===== config.mk =====
export PLATFORM = sky130hd
export DESIGN_NAME = ram_loader
export DESIGN_NICKNAME = d
export VERILOG_FILES = /design/src/rtl/ram_loader.sv
export SDC_FILE = /design/constraint.sdc
export NUM_CORES = 1
export LEC_CHECK = 0
export CAP_MARGIN = 30
export CORE_ASPECT_RATIO = 0.9
export CORE_MARGIN = 8
export CORE_UTILIZATION = 46
export DETAILED_ROUTE_END_ITERATION = 10
export GPL_TIMING_DRIVEN = 0
export PLACE_DENSITY = 0.83
export SKIP_LAST_GASP = 1
export SLEW_MARGIN = 10
export SYNTH_ARGS = -nofsm -noshare
export SYNTH_HDL_FRONTEND = slang
export SYNTH_SLANG_ARGS = --single-unit

===== constraint.sdc =====
create_clock -name CLK -period 2.24 [get_ports CLK]
set_clock_uncertainty 0.15 [all_clocks]
set_input_delay 0.672 -clock CLK [delete_from_list [all_inputs] [get_ports CLK]]
set_output_delay 0.672 -clock CLK [all_outputs]
set_load 0.05 [all_outputs]

===== src/rtl/ram_loader.sv =====
// Loads DEPTH program bytes from a byte stream into an external RAM, then reads
// them back and compares the read-back sum against the running write checksum.
module ram_loader #(
    parameter int ADDR_W = 4,
    parameter int DATA_W = 8
) (
    input  logic              CLK,
    input  logic              RESET,
    input  logic              start,
    input  logic [DATA_W-1:0] in,
    input  logic              in_valid,
    output logic              in_ready,
    output logic [ADDR_W-1:0] Address,
    output logic [DATA_W-1:0] wdata,
    output logic              WE,
    output logic              OE,
    input  logic [DATA_W-1:0] Mem_out,
    output logic              HLT,
    output logic              busy,
    output logic              done,
    output logic              err,
    output logic [DATA_W-1:0] checksum
);

    localparam logic [ADDR_W-1:0] ADDR_LAST = '1;
    localparam logic [ADDR_W-1:0] ADDR_ONE  = ADDR_W'(1);

    typedef enum logic [2:0] {
        S_IDLE,
        S_LOAD,
        S_WRITE,
        S_VERIFY,
        S_CHECK,
        S_DONE
    } state_t;

    state_t            state;
    state_t            state_nxt;
    logic [DATA_W-1:0] vsum;
    logic              last_addr;

    function automatic logic [DATA_W-1:0] wrap_add(input logic [DATA_W-1:0] a,
                                                   input logic [DATA_W-1:0] b);
        return a + b;
    endfunction

    assign last_addr = (Address == ADDR_LAST);

    always_ff @(posedge CLK or negedge RESET) begin
        if (!RESET) begin
            state <= S_IDLE;
        end else begin
            state <= state_nxt;
        end
    end

    // Handshake and RAM strobes decode straight from the state so that an
    // asynchronous reset drops them without waiting for a clock edge.
    always_comb begin
        state_nxt = state;
        in_ready  = 1'b0;
        WE        = 1'b0;
        OE        = 1'b0;
        busy      = 1'b0;
        case (state)
            S_IDLE: begin
                if (start) state_nxt = S_LOAD;
            end
            S_LOAD: begin
                in_ready = 1'b1;
                busy     = 1'b1;
                if (in_valid) state_nxt = S_WRITE;
            end
            S_WRITE: begin
                WE   = 1'b1;
                busy = 1'b1;
                state_nxt = last_addr ? S_VERIFY : S_LOAD;
            end
            S_VERIFY: begin
                OE   = 1'b1;
                busy = 1'b1;
                if (last_addr) state_nxt = S_CHECK;
            end
            S_CHECK: begin
                busy      = 1'b1;
                state_nxt = S_DONE;
            end
            S_DONE: begin
                if (start) state_nxt = S_LOAD;
            end
            default: begin
                state_nxt = S_IDLE;
            end
        endcase
    end

    assign HLT = busy;

    // done is raised one edge after entering DONE, so err has already settled
    // when a host first observes completion.
    always_ff @(posedge CLK or negedge RESET) begin
        if (!RESET) begin
            Address  <= '0;
            wdata    <= '0;
            checksum <= '0;
            vsum     <= '0;
            err      <= 1'b0;
            done     <= 1'b0;
        end else begin
            case (state)
                S_IDLE, S_DONE: begin
                    if (start) begin
                        Address  <= '0;
                        checksum <= '0;
                        vsum     <= '0;
                        err      <= 1'b0;
                        done     <= 1'b0;
                    end else if (state == S_DONE) begin
                        done <= 1'b1;
                    end
                end
                S_LOAD: begin
                    if (in_valid) begin
                        wdata    <= in;
                        checksum <= wrap_add(checksum, in);
                    end
                end
                S_WRITE: begin
                    if (last_addr) begin
                        Address <= '0;
                        vsum    <= '0;
                    end else begin
                        Address <= Address + ADDR_ONE;
                    end
                end
                S_VERIFY: begin
                    vsum    <= wrap_add(vsum, Mem_out);
                    Address <= Address + ADDR_ONE;
                end
                S_CHECK: begin
                    err <= (vsum != checksum);
                end
                default: begin
                end
            endcase
        end
    end

endmodule

==> metrics.txt <==
Post-synth EDFFs 0; status finished, violations left; CTS H-tree depth 2; CP max-delay cell dfrtp_2; Nets 314; most used cell, CP buf_6; Req. time, crit path roughly 1.4 ns; WL final 5810 µm; Post-synth ARST share 100%; FF+latch count, synth 33; critical path class register to output port; final slew viol count 0; worst-margin pin slew between 0.7 and 0.8 ns; failing checks negative setup slack; final hold viol count 0; Detailed Place HPWL 3800 µm; Post-DP Area between 0.002 and 0.003 mm²; min Tclk post-route between 2 and 2.5 ns; Max FO, Critical Path 7; vias in the first global route approximately 1,900; TritonCTS Buffers 5; initial antenna violation count 0; Max Root-Sink Buffers 2; GRT Total Usage 15.5%; synth warn 0; Multi-input gate area around 0.0014 mm²; iteration-0 DRC count of the detailed router 66; crit start category register; finished layout cell area just over 0.003 mm²; drt first pass iters 4; Cell Rows 23; Syn Std Cell Area around 0.0021 mm²; Wirelength per Cell 17.1 µm; Mean Syn Cell Area 10.2 µm²; Final Util 68.8%; Max Freq between 0.4 and 0.5 GHz; die width 87.8 µm; CTS hold repair buffers 0; CP bufs+invs 3; Synth cell types ~50; Root Driver clkbuf_8; share of layout cells above drive strength 1 approximately 29%; Via Count 1,941; IO Pins between 40 and 50; worst relative slew slack between 50% and 60%; DIE AREA roughly 0.0071 mm²; reg2reg path depth 7; CTS tree built; most common flop cell mapped by yosys dfrtp_1; area grow syn2layout 44.0%; # fillers 342; clock sinks 33; IO Port Bufs 46; largest net degree at the start of global routing 34; post-synth top area cell dfrtp_1; leakage power 1.39 nW; WP data arrival ~1.5 ns; post-synth top area share 38.7%; RSZ-0062 raised after global routing yes; CP peak stage delay roughly 0.45 ns; Initial Util 47.8%; Crit. End Element output port; ranking of synthesized cells by area dfrtp_1 39%, ha_1 8.8%, xnor2_1 5.3%; Max-Cap Viols 0; setup TNS -0.0558 ns; FF+latch area 831 µm²; clock slew at reported path FFs 0.07 ns; ANT nets after route 0; routed vias/inst between 5 and 6; worst hold path class input pin to async pin; fin crit share 101%; CP delay by family, top flip-flops; syn nets approximately 250; GRT overflow 0; VDD IR-drop max between 0.0009 and 0.001 V; core box area about 0.0045 mm²; Die Y 80.6 µm; clock latency on the worst-skew pair approximately 0.30 ns; first-pass GRT wire length about 8700 µm; WP depth 5; Placer Congestion roughly 0.88; setup violators final 3; remaining routing DRC violations 0; sequential cell area fraction in the yosys report approximately 39%; CP cell instances buf_6, nor2_4, xnor2_4, buf_6, buf_8; Diodes inserted 0; final worst slack -0.0323 ns; post-synthesis cell count 210; Cell Pwr Density about 1700 mW/mm²
[cells in the mapped netlist (4+ instances only)]
master and count:
dfrtp_1 33, ha_1 15, a21oi_1 14, xnor2_1 13, nand2_1 12, a22o_1 11, o21ai_0 11, nor2_1 9
inv_1 7, mux2_2 6, a21o_1 5, xor2_1 5, nand2b_1 4, nand3_1 4, o21ai_1 4
[final timing paths]
| kind | from | end | slack (ns) |
|---|---|---|---|
| max in group asynchronous | RESET | checksum[0] | 1.14 |
| min in group CLK | wdata[7] | wdata[7] | 0.33 |
| hold reg to reg | wdata[7] | wdata[7] | 0.33 |
| setup reg to reg | checksum[0] | checksum[6] | 0.17 |
| setup / recovery | state[1] | busy | -0.03 |
| hold / removal | RESET | err | 0.28 |
[metal layers]
metal	share of wire (%)	GRT usage [%]	up-vias
met5	0	0	-
met4	2.8	6.00	0
met3	5.7	3.77	15
met2	48	26.4	65
met1	43	18.3	952
li1	-	-	909
[power by group]
part | switching [mW] | leakage (nW) | total [mW] | internal [mW]
combinational | 2.02 | 0.937 | 3.48 | 1.45
sequential | 0.331 | 0.399 | 1.22 | 0.892
clock | 0.232 | 0.0542 | 0.510 | 0.278
total | 2.59 | 1.39 | 5.21 | 2.62
[stage by stage]
stage,total power [mW],setup WS (ns),cells,hold WS [ns]
floorplan,3.46,0.0118,210,0.226
global placement,4.23,-0.574,318,0.319
detailed placement,4.34,-0.626,318,0.326
CTS,4.82,-0.155,330,0.308
global route,5.52,-0.0842,340,0.345
finish,5.21,-0.0323,340,0.281
[worst register-to-register path: stages (launching register included)]
cell	delay (ns)
dfrtp_2	0.45
ha_4	0.19
fa_2	0.37
a21o_1	0.17
a21oi_2	0.13
o211ai_1	0.15
xor2_1	0.18
a22o_1	0.18
[cells in the final DEF (no fill, tap or decap), types with 8 or more instances in the layout]
cell / instances
dfrtp_1: 29
dlygate4sd2_1: 24
buf_4: 17
nand2_1: 12
xnor2_1: 12
a22o_1: 11
o21ai_0: 10
clkdlybuf4s50_1: 10
a21oi_1: 9
nor2_1: 8
[final cells by class]
| cell class | instances | area share, % |
|---|---|---|
| multi-input combinational | 162 | 46.4 |
| tap | 62 | 2.53 |
| clock buffer | 7 | 3.14 |
| inverter | 9 | 1.18 |
| buffer | 6 | 1.96 |
| timing repair buffer | 60 | 17.5 |
| clock inverter | 1 | 0.163 |
| sequential | 33 | 27.1 |
[state kept, by name, indices dropped and copies added, names as in the netlist]
signal    flops
state         3
checksum      8
vsum          8
err           1
done          1
wdata         8
Address       4
[cells by family (layout without fill, tap and decap cells)]
kind of cell | count (synthesis) | after routing | synth area share (%)
AOI/OAI and AO/OA | 67 | 67 | 21.4
and+or+nand+nor | 51 | 51 | 13.4
DFF | 33 | 33 | 38.7
xor gates and xnor gates | 18 | 18 | 7.39
adders and majority gates | 17 | 17 | 10.7
buffers and inverters | 15 | 83 | 3.64
muxes | 9 | 9 | 4.75
[timing repair]
item | in CTS | in global routing
pin swaps | 10 | 14
endpoints found under the hold margin | 0 | 0
setup buffers | 4 | 10
endpoints found under the setup margin | 34 | 11
resized for setup | 63 | 38
Power figures use the tool's default switching activity.
